==> config.mk <==
export PLATFORM = sky130hd
export DESIGN_NAME = pick_motion_flat
export DESIGN_NICKNAME = d
export VERILOG_FILES = /design/src/rtl/pick_motion_if.sv /design/src/rtl/pick_motion.sv /design/src/flat_wrapper.sv
export SDC_FILE = /design/constraint.sdc
export NUM_CORES = 1
export LEC_CHECK = 0
export CORE_ASPECT_RATIO = 1.1
export CORE_MARGIN = 10
export CORE_UTILIZATION = 46
export CTS_CLUSTER_DIAMETER = 200
export CTS_CLUSTER_SIZE = 14
export DETAILED_ROUTE_END_ITERATION = 7
export GPL_ROUTABILITY_DRIVEN = 0
export PLACE_DENSITY = 0.64
export SYNTH_ARGS = -nofsm -noshare
export SYNTH_HDL_FRONTEND = slang
export SYNTH_SLANG_ARGS = --single-unit
export TNS_END_PERCENT = 20
==> constraint.sdc <==
create_clock -name Clk -period 6.4 [get_ports Clk]
set_clock_uncertainty 0.05 [all_clocks]
set_input_delay 1.92 -clock Clk [delete_from_list [all_inputs] [get_ports Clk]]
set_output_delay 1.92 -clock Clk [all_outputs]
set_load 0.05 [all_outputs]
==> src/rtl/pick_motion_if.sv <==
// Bus bundle between the input/video side and pick_motion.
// master drives keys, enable and vsync; slave returns pick position and tension status.
interface pick_motion_if;
    logic       frame_clk;
    logic [7:0] keycode;
    logic       enable;
    logic [9:0] pickY;
    logic       openner;
    logic       moving;

    modport master (
        output frame_clk, keycode, enable,
        input  pickY, openner, moving
    );

    modport slave (
        input  frame_clk, keycode, enable,
        output pickY, openner, moving
    );
endinterface

==> src/rtl/pick_motion.sv <==
// Lock-pick vertical motion and tension control, advanced once per synchronized frame tick.
// State table:
//   IDLE    | pick free to move with W/S; no tension (openner = 1)
//   TENSION | Space being held, counting frames; pick frozen (openner = 1)
//   SET     | tension applied; pick frozen (openner = 0)
module pick_motion #(
    parameter int Y_MIN        = 32,
    parameter int Y_MAX        = 479,
    parameter int HOLD_FRAMES  = 16,
    parameter int ACCEL_FRAMES = 8
) (
    input logic          Clk,
    input logic          Reset,
    pick_motion_if.slave bus
);
    typedef enum logic [1:0] {IDLE, TENSION, SET} state_t;

    localparam int                 HW     = $clog2(HOLD_FRAMES + 1);
    localparam logic signed [10:0] YMIN_S = 11'(Y_MIN);
    localparam logic signed [10:0] YMAX_S = 11'(Y_MAX);

    state_t           state;
    logic [9:0]       pos_y;
    logic             open_r;
    logic             move_r;
    logic [HW-1:0]    hold_cnt;
    logic [3:0]       accel_cnt;
    logic             last_up;
    logic             fs1, fs2, fs3;
    logic             tick;

    logic             key_up, key_dn, key_sp;
    logic [3:0]       accel_eff;
    logic [3:0]       accel_inc;
    logic signed [10:0] step;
    logic signed [10:0] pos_cur;
    logic signed [10:0] pos_sum;
    logic signed [10:0] pos_clamp;
    logic [9:0]       pos_next;
    logic [HW-1:0]    hold_inc;

    // fs3 is the previous synchronized level, so tick marks a rising edge only
    always_ff @(posedge Clk or posedge Reset) begin
        if (Reset) begin
            fs1 <= 1'b0;
            fs2 <= 1'b0;
            fs3 <= 1'b0;
        end else begin
            fs1 <= bus.frame_clk;
            fs2 <= fs1;
            fs3 <= fs2;
        end
    end

    assign tick = fs2 & ~fs3;

    always_comb begin
        key_up    = (bus.keycode == 8'h1A);
        key_dn    = (bus.keycode == 8'h16);
        key_sp    = (bus.keycode == 8'h2C);
        accel_eff = (key_up != last_up) ? 4'd0 : accel_cnt;
        accel_inc = (accel_eff == 4'hF) ? 4'hF : accel_eff + 4'd1;
        step      = (int'(accel_eff) < ACCEL_FRAMES) ? 11'sd1 : 11'sd4;
        pos_cur   = signed'({1'b0, pos_y});
        pos_sum   = key_up ? (pos_cur - step) : (pos_cur + step);
        if (pos_sum < YMIN_S)
            pos_clamp = YMIN_S;
        else if (pos_sum > YMAX_S)
            pos_clamp = YMAX_S;
        else
            pos_clamp = pos_sum;
        pos_next  = 10'(pos_clamp);
        hold_inc  = hold_cnt + HW'(1);
    end

    always_ff @(posedge Clk or posedge Reset) begin
        if (Reset) begin
            state     <= IDLE;
            pos_y     <= 10'(Y_MIN);
            open_r    <= 1'b1;
            move_r    <= 1'b0;
            hold_cnt  <= '0;
            accel_cnt <= 4'd0;
            last_up   <= 1'b0;
        end else begin
            move_r <= 1'b0;
            if (!bus.enable) begin
                state     <= IDLE;
                open_r    <= 1'b1;
                hold_cnt  <= '0;
                accel_cnt <= 4'd0;
            end else if (tick) begin
                unique case (state)
                    IDLE: begin
                        if (key_sp) begin
                            accel_cnt <= 4'd0;
                            if (HOLD_FRAMES <= 1) begin
                                state    <= SET;
                                open_r   <= 1'b0;
                                hold_cnt <= HW'(HOLD_FRAMES);
                            end else begin
                                state    <= TENSION;
                                hold_cnt <= HW'(1);
                            end
                        end else if (key_up || key_dn) begin
                            last_up <= key_up;
                            // a step clamped back onto the current row is not a move
                            if (pos_next != pos_y) begin
                                pos_y     <= pos_next;
                                move_r    <= 1'b1;
                                accel_cnt <= accel_inc;
                            end else begin
                                accel_cnt <= accel_eff;
                            end
                        end else begin
                            accel_cnt <= 4'd0;
                        end
                    end
                    TENSION: begin
                        if (key_sp) begin
                            hold_cnt <= hold_inc;
                            if (hold_inc == HW'(HOLD_FRAMES)) begin
                                state  <= SET;
                                open_r <= 1'b0;
                            end
                        end else begin
                            state    <= IDLE;
                            hold_cnt <= '0;
                        end
                    end
                    SET: begin
                        if (!key_sp) begin
                            state    <= IDLE;
                            open_r   <= 1'b1;
                            hold_cnt <= '0;
                        end
                    end
                    default: state <= IDLE;
                endcase
            end
        end
    end

    assign bus.pickY   = pos_y;
    assign bus.openner = open_r;
    assign bus.moving  = move_r;
endmodule

==> src/flat_wrapper.sv <==
// flat-port wrapper written by rule: the top's interface ports become plain ports
module pick_motion_flat 
#(
    parameter int Y_MIN        = 32,
    parameter int Y_MAX        = 479,
    parameter int HOLD_FRAMES  = 16,
    parameter int ACCEL_FRAMES = 8
)
  (Clk, Reset, bus_frame_clk, bus_keycode, bus_enable, bus_pickY, bus_openner, bus_moving);
  pick_motion_if bus_i ();
  input logic Clk;
  input logic Reset;
  input wire logic [$bits(bus_i.frame_clk)-1:0] bus_frame_clk;
  input wire logic [$bits(bus_i.keycode)-1:0] bus_keycode;
  input wire logic [$bits(bus_i.enable)-1:0] bus_enable;
  output wire logic [$bits(bus_i.pickY)-1:0] bus_pickY;
  output wire logic [$bits(bus_i.openner)-1:0] bus_openner;
  output wire logic [$bits(bus_i.moving)-1:0] bus_moving;
  assign bus_i.frame_clk = bus_frame_clk;
  assign bus_i.keycode = bus_keycode;
  assign bus_i.enable = bus_enable;
  assign bus_pickY = bus_i.pickY;
  assign bus_openner = bus_i.openner;
  assign bus_moving = bus_i.moving;
  pick_motion #(.Y_MIN(Y_MIN), .Y_MAX(Y_MAX), .HOLD_FRAMES(HOLD_FRAMES), .ACCEL_FRAMES(ACCEL_FRAMES)) u_core (.Clk(Clk), .Reset(Reset), .bus(bus_i));
endmodule
### Yosys cells after proc, flatten, opt, wreduce, memory -nomap -nowiden

Index checks and enable logic that the tools add are counted.

| word-level totals | value |
|---|---|
| bits in latches | 0 |
| output and inout port bits | 12 |
| register bits after elaboration | 27 |
| bits in read-only memories | 0 |
| memory bits (writable) | 0 |
| memories kept | 0 |

| operators by class | value |
|---|---|
| reduce and logical (&&, ||, !) cells | 8 |
| mux-type cells | 37 |
| $add $sub $neg | 4 |
| shifts and indexed selects | 0 |
| magnitude comparators | 3 |
| multipliers | 0 |
| divide/modulo/power cells | 0 |
| equal/unequal tests | 18 |
| bitwise gates (word level) | 3 |

Operators with widths:

| cell | count |
|---|---|
| 4-bit two-way mux | 8 |
| 5-bit two-way mux | 5 |
| 10-bit two-way mux | 2 |
| 8-bit by 5-bit equality test with 1-bit output, second input constant | 2 |
| 5-bit one-hot mux with 3 select lines | 1 |
| 2-bit two-way mux | 6 |
| 11-bit adder | 1 |
| 11-bit by 10-bit > comparator with 1-bit output, second input constant | 1 |
| 11-bit by 7-bit less-than comparator with 1-bit output, second input constant | 1 |
| 1-bit two-way mux | 11 |
| 11-bit two-way mux | 1 |
| 11-bit subtractor | 1 |
| 10-bit inequality test | 1 |
| 5-bit AND reduction | 2 |
| 3-bit by 2-bit inequality test with 1-bit output, second input constant | 3 |
| 8-bit by 6-bit equality test with 1-bit output, second input constant | 1 |
| 4-bit AND reduction | 2 |
| 2-bit one-hot mux with 3 select lines | 1 |
| 6-bit AND reduction | 1 |
| 5-bit by 1-bit adder with 5-bit output, second input constant | 1 |
| 5-bit equality test, second input constant | 1 |
| 4-bit by 1-bit adder with 4-bit output, second input constant | 1 |
| 4-bit equality test, second input constant | 1 |
| 4-bit less-than comparator, second input constant | 1 |
| 15 further kinds | 17 |

### Longest topological paths before layout

| logic depth | value |
|---|---|
| depth after elaboration | 17 |
| depth in mapped cells | 20 |

### Worst setup path before layout

No wires, ideal clock.

| path | value |
|---|---|
| path type | input -> register |
| start | in bus_keycode[0] |
| end | reg u_core.pos_y[4], in the netlist u_core.bus.pickY[4] |
| path slack | -124 ps |
| stages on the path | 18 |
| arrival | 6350 ps |
| setup time | 125 ps |
| path through | or3_4 > or3_1 > buf_6 > xor2_1 > nand2_1 > ha_1 > inv_1 > fa_1 > a211oi_1 > o211ai_1 > a221oi_2 > and4_1 > buf_4 > nor2_1 > a211oi_1 > a2111oi_4 > a41oi_4 > mux2_2 |

| on the way | value |
|---|---|
| cells in the longest elaborated chain, start to end | 12 |
| elaborated cells on any way between the ends | 18 |
| classes of those cells | 2 x add/sub; 3 x order compare; 5 x eq/ne; 5 x mux; 1 x bitwise; 2 x reduce/logical |

Ends and longest elaborated chain:

| what | RTL line | text |
|---|---|---|
| from (decl) | flat_wrapper.sv:14 | `input wire logic [$bits(bus_i.keycode)-1:0] bus_keycode;` |
| 8-bit by 5-bit equality test with 1-bit output | pick_motion.sv:58 | `key_up = (bus.keycode == 8'h1A);` |
| 1-bit inequality test | pick_motion.sv:61 | `accel_eff = (key_up != last_up) ? 4'd0 : accel_cnt;` |
| 4-bit two-way mux | pick_motion.sv:61 |  |
| 4-bit less-than comparator | pick_motion.sv:63 | `step = (int'(accel_eff) < ACCEL_FRAMES) ? 11'sd1 : 11'sd4;` |
| 3-bit two-way mux | pick_motion.sv:63 |  |
| 11-bit adder / 11-bit subtractor (equally long branches) | pick_motion.sv:65 | `pos_sum = key_up ? (pos_cur - step) : (pos_cur + step);` |
| 11-bit two-way mux | pick_motion.sv:65 |  |
| 11-bit by 10-bit > comparator with 1-bit output | pick_motion.sv:68 | `else if (pos_sum > YMAX_S)` |
| 10-bit two-way mux | pick_motion.sv:68 |  |
| 10-bit two-way mux | pick_motion.sv:66 | `if (pos_sum < YMIN_S)` |
| 10-bit inequality test | pick_motion.sv:108 | `if (pos_next != pos_y) begin` |
| 6-bit AND reduction (no line) | n/a |  |
| to (signal assigned) | pick_motion.sv:79 | `pos_y <= 10'(Y_MIN);` |
| to (signal assigned) | pick_motion.sv:109 | `pos_y <= pos_next;` |
| to (decl) | pick_motion.sv:23 | `logic [9:0] pos_y;` |

Several ways; a longest one is shown, not always the timed one.
A chain may end at the register's enable or synchronous reset.

### Final worst setup path

| path | value |
|---|---|
| start | in bus_keycode[2] |
| end | reg u_core.accel_cnt[0] |

| on the way | value |
|---|---|
| cells in the longest elaborated chain, start to end | 17 |
| elaborated cells on any way between the ends | 25 |
| classes of those cells | 3 x add/sub; 3 x order compare; 6 x eq/ne; 12 x mux; 1 x reduce/logical |

Ends and longest elaborated chain:

| what | RTL line | text |
|---|---|---|
| 8-bit by 5-bit equality test with 1-bit output | pick_motion.sv:58 |  |
| 1-bit inequality test | pick_motion.sv:61 |  |
| 4-bit two-way mux | pick_motion.sv:61 |  |
| 4-bit less-than comparator | pick_motion.sv:63 |  |
| 3-bit two-way mux | pick_motion.sv:63 |  |
| 11-bit adder / 11-bit subtractor (equally long branches) | pick_motion.sv:65 |  |
| 11-bit two-way mux | pick_motion.sv:65 |  |
| 11-bit by 10-bit > comparator with 1-bit output | pick_motion.sv:68 |  |
| 10-bit two-way mux | pick_motion.sv:68 |  |
| 10-bit two-way mux | pick_motion.sv:66 |  |
| 10-bit inequality test | pick_motion.sv:108 |  |
| 4-bit two-way mux | pick_motion.sv:108 |  |
| 4-bit two-way mux | pick_motion.sv:105 | `end else if (key_up \|\| key_dn) begin` |
| 4-bit two-way mux (*) | pick_motion.sv:95 | `if (key_sp) begin` |
| 4-bit two-way mux (*) | pick_motion.sv:93 | `unique case (state)` |
| 4-bit two-way mux (*) | pick_motion.sv:92 | `end else if (tick) begin` |
| 4-bit two-way mux (*) | pick_motion.sv:87 | `if (!bus.enable) begin` |
| to (signal assigned) | pick_motion.sv:111 | `accel_cnt <= accel_inc;` |
| to (signal assigned) | pick_motion.sv:113 | `accel_cnt <= accel_eff;` |
| to (decl) | pick_motion.sv:27 | `logic [3:0] accel_cnt;` |

Mark *: on every way between the ends. The rest lies on a longest branch, timed or not. The select of a mux whose other input is x is not followed.

==> impl_table.tex <==
\begin{tabular}{lr}
\hline
Metric & Value \\
\hline
\multicolumn{2}{l}{\textbf{Outcome}} \\
\quad Outcome & finished, final reports clean \\
\multicolumn{2}{l}{\textbf{Clocking}} \\
\quad Clock sinks & 27 \\
\quad H-tree levels & 1 \\
\quad Number of CTS-inserted buffers & 3 \\
\quad Maximum root-to-sink buffer count & 2 \\
\quad Root Buffer & sky130\_fd\_sc\_hd\_\_clkbuf\_8 \\
\quad Clock tree from TritonCTS & done \\
\quad Later-pin clock latency in the skew report & 0.28 ns \\
\quad CTS Hold Bufs & 0 \\
\quad Clock-pin slew of the registers on the worst-case setup and hold paths & 0.11 ns \\
\multicolumn{2}{l}{\textbf{Logic synthesis}} \\
\quad Top-area cell type share of the netlist area & 24.7\% \\
\quad Post-synth EDFFs & 0 \\
\quad Sequential cell area fraction in the yosys report & 26.8\% \\
\quad Cell with the most instances after synthesis & sky130\_fd\_sc\_hd\_\_nand2\_1 \\
\quad Combinational family with the most area after synthesis & compound AO/OA/AOI/OAI gates \\
\quad Flops \& latches, synth & 27 \\
\quad Cell area after technology mapping & 2530 um2 \\
\quad Leading post-synthesis cells by instance count & 30 x sky130\_fd\_sc\_hd\_\_nand2\_1, 25 x sky130\_fd\_sc\_hd\_\_dfrtp\_1, 21 x sky130\_fd\_sc\_hd\_\_o21ai\_0 \\
\quad Fraction of synthesized area in multiplexers & 2.86\% \\
\quad Simple-gate portion of the synthesized area & 22.9\% \\
\quad Unique masters post-synth & 76 \\
\quad Compound-cell area share of the yosys netlist & 31.8\% \\
\quad Dominant cells by area after synthesis & sky130\_fd\_sc\_hd\_\_dfrtp\_1 25\%, sky130\_fd\_sc\_hd\_\_ha\_1 7.4\%, sky130\_fd\_sc\_hd\_\_nand2\_1 4.4\%, sky130\_fd\_sc\_hd\_\_o21ai\_0 4.1\%, sky130\_fd\_sc\_hd\_\_a21oi\_1 3.8\% \\
\quad Xor and xnor area share after synthesis & 2.42\% \\
\quad Adder-cell share of the synthesized area & 8.19\% \\
\quad Syn Inst Count & 298 \\
\quad Fraction of registers with async set/reset & 100\% \\
\quad Cell type with the highest aggregate area in the netlist & sky130\_fd\_sc\_hd\_\_dfrtp\_1 \\
\quad Leading register cell type out of synthesis & sky130\_fd\_sc\_hd\_\_dfrtp\_1 \\
\quad Mean area per synthesized cell & 8.51 um2 \\
\quad Yosys synthesis warning count & 0 \\
\quad Net count after synthesis & 326 \\
\multicolumn{2}{l}{\textbf{Worst hold path}} \\
\quad Start point of the worst hold path & u\_core.fs1 \\
\quad Hold Path Class & register to register \\
\quad Number of cells on the worst hold path & 0 \\
\multicolumn{2}{l}{\textbf{Power}} \\
\quad Relative contribution of combinational cells to total power & 30.9\% \\
\quad Clock share of power & 25.0\% \\
\quad Sequential fraction of design power & 44.1\% \\
\quad Switching share of power & 32.1\% \\
\quad Max VDD drop & 0.112 mV \\
\quad Sum of internal, switching and leakage power & 414 uW \\
\quad Switching Power & 133 uW \\
\quad Internal Dissipation & 281 uW \\
\quad Leakage power & 0.00163 uW \\
\quad Power per cell area & 115 nW/um2 \\
\multicolumn{2}{l}{\textbf{Final layout}} \\
\quad Area delta synth->final & 41.7\% \\
\quad ANT cells & 0 \\
\quad Fraction of layout cells with a size suffix above 1 & 31.5\% \\
\quad Layout fillers & 471 \\
\quad End-of-flow core utilization & 67.0\% \\
\quad Final \#Nets & 420 \\
\multicolumn{2}{l}{\textbf{Placed design}} \\
\quad HPWL reported at the end of detailed placement & 5790 um \\
\quad Pre-CTS setup slack & -0.399 ns \\
\quad Number of port buffers & 23 \\
\multicolumn{2}{l}{\textbf{Global routing}} \\
\quad GRT Resource Usage Total & 15.8\% \\
\quad Pin count of the biggest net entering global routing & 28 \\
\quad Overflow left after global routing & 0 \\
\quad Number of global-route vias before repair & 2583 \\
\quad First-pass GRT wire length & 12000 um \\
\quad Number of antenna violations at the first check in global routing & 0 \\
\multicolumn{2}{l}{\textbf{Job}} \\
\quad Max\_cap viols & 0 \\
\multicolumn{2}{l}{\textbf{Route}} \\
\quad Final antenna-violating net count & 0 \\
\quad Number of design rule violations left after detail routing & 0 \\
\quad Number of vias per cell & 5.80 \\
\quad Routed wire per std cell & 16.4 um \\
\quad Aggregate routed wire length & 7640 um \\
\quad 1st-pass router iterations & 4 \\
\quad Routed via count & 2703 \\
\quad Starting DRC count in detailed routing & 130 \\
\multicolumn{2}{l}{\textbf{Setup path}} \\
\quad Startpoint type of the worst setup path & input port \\
\quad Startpoint of the worst-slack reg-to-reg timing path & u\_core.last\_up \\
\quad Path depth of the worst reg2reg path & 17 \\
\quad Arrival time of data at the critical path endpoint & 6.36 ns \\
\quad Maximum fanout encountered on the critical timing path & 5 \\
\quad CP Capture Type & register \\
\quad Class of the most critical setup path & input port to register \\
\quad Required time worst endpoint & 6.53 ns \\
\quad Launch point of the worst path & bus\_keycode[2] \\
\multicolumn{2}{l}{\textbf{STA}} \\
\quad Worst hold-check slack & 0.310 ns \\
\quad Final-report max-slew violation count & 0 \\
\quad Transition time of the tightest slew-check pin & 1.05 ns \\
\quad Relative slew margins & 29.7\% \\
\quad Peak clock frequency supported by timing & 161 MHz \\
\quad Crit path time final & 6.23 ns \\
\quad Fin. Hold Viols & 0 \\
\quad Final setup violation count & 0 \\
\quad Fraction of the cycle the final worst path needs & 97.3\% \\
\quad Post-route setup slack & 0.175 ns \\
\multicolumn{2}{l}{\textbf{Floorplan}} \\
\quad Standard-cell rows & 28 \\
\quad Starting density of the core & 47.3\% \\
\quad Placeable Area & 5360 um2 \\
\quad IO Count & 24 \\
\quad Die Span Y & 97.9 um \\
\quad Die area & 8880 um2 \\
\quad Die width & 90.8 um \\
\hline
\end{tabular}
## critical path, cell delays in order
cell and delay [ns]:
sky130_fd_sc_hd__clkdlybuf4s50_1 0.41, sky130_fd_sc_hd__nand2b_1 0.17, sky130_fd_sc_hd__or3_4 0.41, sky130_fd_sc_hd__xor2_2 0.16
sky130_fd_sc_hd__nand2_2 0.11, sky130_fd_sc_hd__ha_4 0.14, sky130_fd_sc_hd__inv_2 0.03, sky130_fd_sc_hd__fa_2 0.38
sky130_fd_sc_hd__a211oi_4 0.29, sky130_fd_sc_hd__buf_6 0.14, sky130_fd_sc_hd__o21ai_4 0.05, sky130_fd_sc_hd__xor2_2 0.20
sky130_fd_sc_hd__buf_4 0.15, sky130_fd_sc_hd__or4_4 0.52, sky130_fd_sc_hd__o311a_4 0.16, sky130_fd_sc_hd__a2111oi_4 0.41
sky130_fd_sc_hd__buf_4 0.18, sky130_fd_sc_hd__and4_4 0.27, sky130_fd_sc_hd__a21oi_2 0.07, sky130_fd_sc_hd__o21a_1 0.16
## per-layer routing
metal / vias to the layer above / global-route usage (%) / part of all wire [%]
li1: 1314 / - / -
met1: 1303 / 18.0 / 39
met2: 70 / 29.8 / 54
met3: 16 / 2.07 / 4.5
met4: 0 / 4.46 / 2.5
met5: - / 0 / 0
## final cells by class
| cell class | instances | area (um2) | area share [%] |
|---|---|---|---|
| tap | 75 | 93.8 | 2.61 |
| clock inverter | 1 | 7.51 | 0.209 |
| clock buffer | 3 | 41.3 | 1.15 |
| sequential | 27 | 678 | 18.9 |
| inverter | 19 | 71.3 | 1.99 |
| multi-input combinational | 243 | 1880 | 52.4 |
| timing repair buffer | 98 | 820 | 22.8 |
## path summary, 6_finish.rpt
| kind | end | slack, ns |
|---|---|---|
| worst max-delay path | u_core.accel_cnt[0] | 0.17 |
| worst min-delay path | u_core.fs2 | 0.31 |
| worst max register to register | u_core.accel_cnt[0] | 2.35 |
| worst min register to register | u_core.fs2 | 0.31 |
| max in group asynchronous | u_core.accel_cnt[3] | 3.52 |
| min in group asynchronous | u_core.hold_cnt[3] | 2.13 |
## power by group through the flow
stage / Combinational (uW) / Sequential, uW / Clock, uW
finish: 128 / 183 / 103
floorplan: 66.8 / 190 / 0
global placement: 114 / 186 / 0
global route: 139 / 184 / 111
CTS: 116 / 183 / 105
detailed placement: 115 / 186 / 0
## cells by family after synthesis
family	count (synthesis)
AOI/OAI and AO/OA	110
xor gates and xnor gates	7
adders and majority gates	16
buffers and inverters	28
DFF	27
muxes	7
and+or+nand+nor	103
## registers in the layout, summed over array words and instances (netlist names)
| name | flops |
|---|---|
| u_core.accel_cnt | 4 |
| u_core.bus.moving | 1 |
| u_core.bus.openner | 1 |
| u_core.bus.pickY | 10 |
| u_core.fs1 | 1 |
| u_core.fs2 | 1 |
| u_core.fs3 | 1 |
| u_core.hold_cnt | 5 |
| u_core.last_up | 1 |
| u_core.state | 2 |
## repair_timing
action | 4_1_cts | 5_1_grt
gates cloned | 0 | 0
setup buffers | 4 | 8
endpoints found under the setup margin | 13 | 13
pin swaps | 2 | 18
resized for setup | 2 | 38
## layout by cell type (no fill, tap or decap), types with 3 or more instances in the layout
cell type and count:
sky130_fd_sc_hd__o21ai_0 17, sky130_fd_sc_hd__and3_1 4, sky130_fd_sc_hd__nor3_1 5, sky130_fd_sc_hd__xnor2_1 4, sky130_fd_sc_hd__buf_4 70, sky130_fd_sc_hd__dlymetal6s2s_1 3, sky130_fd_sc_hd__a21oi_2 4, sky130_fd_sc_hd__buf_6 5
sky130_fd_sc_hd__o211ai_1 4, sky130_fd_sc_hd__nand3_1 10, sky130_fd_sc_hd__nor3b_1 3, sky130_fd_sc_hd__dfrtp_1 25, sky130_fd_sc_hd__nand2b_1 5, sky130_fd_sc_hd__ha_1 14, sky130_fd_sc_hd__o22ai_1 4, sky130_fd_sc_hd__or2_2 4
sky130_fd_sc_hd__o21ai_1 9, sky130_fd_sc_hd__nand3b_1 3, sky130_fd_sc_hd__a21o_1 7, sky130_fd_sc_hd__and2_1 5, sky130_fd_sc_hd__inv_1 18, sky130_fd_sc_hd__a21oi_1 16, sky130_fd_sc_hd__nor2_1 16, sky130_fd_sc_hd__clkbuf_8 3
sky130_fd_sc_hd__a211oi_1 3, sky130_fd_sc_hd__mux2i_1 4, sky130_fd_sc_hd__clkdlybuf4s50_1 20, sky130_fd_sc_hd__nand2_1 28
## through the flow
step	cells	cell area [um2]	TNS (ns)
after floorplan	298	2550	0
after CTS	459	3380	0
after global placement	451	3300	-3.36
after global routing	466	3590	-0.0869
final	466	3590	0
after detailed placement	451	3300	-4.83
(Power assumes the default switching activity.)
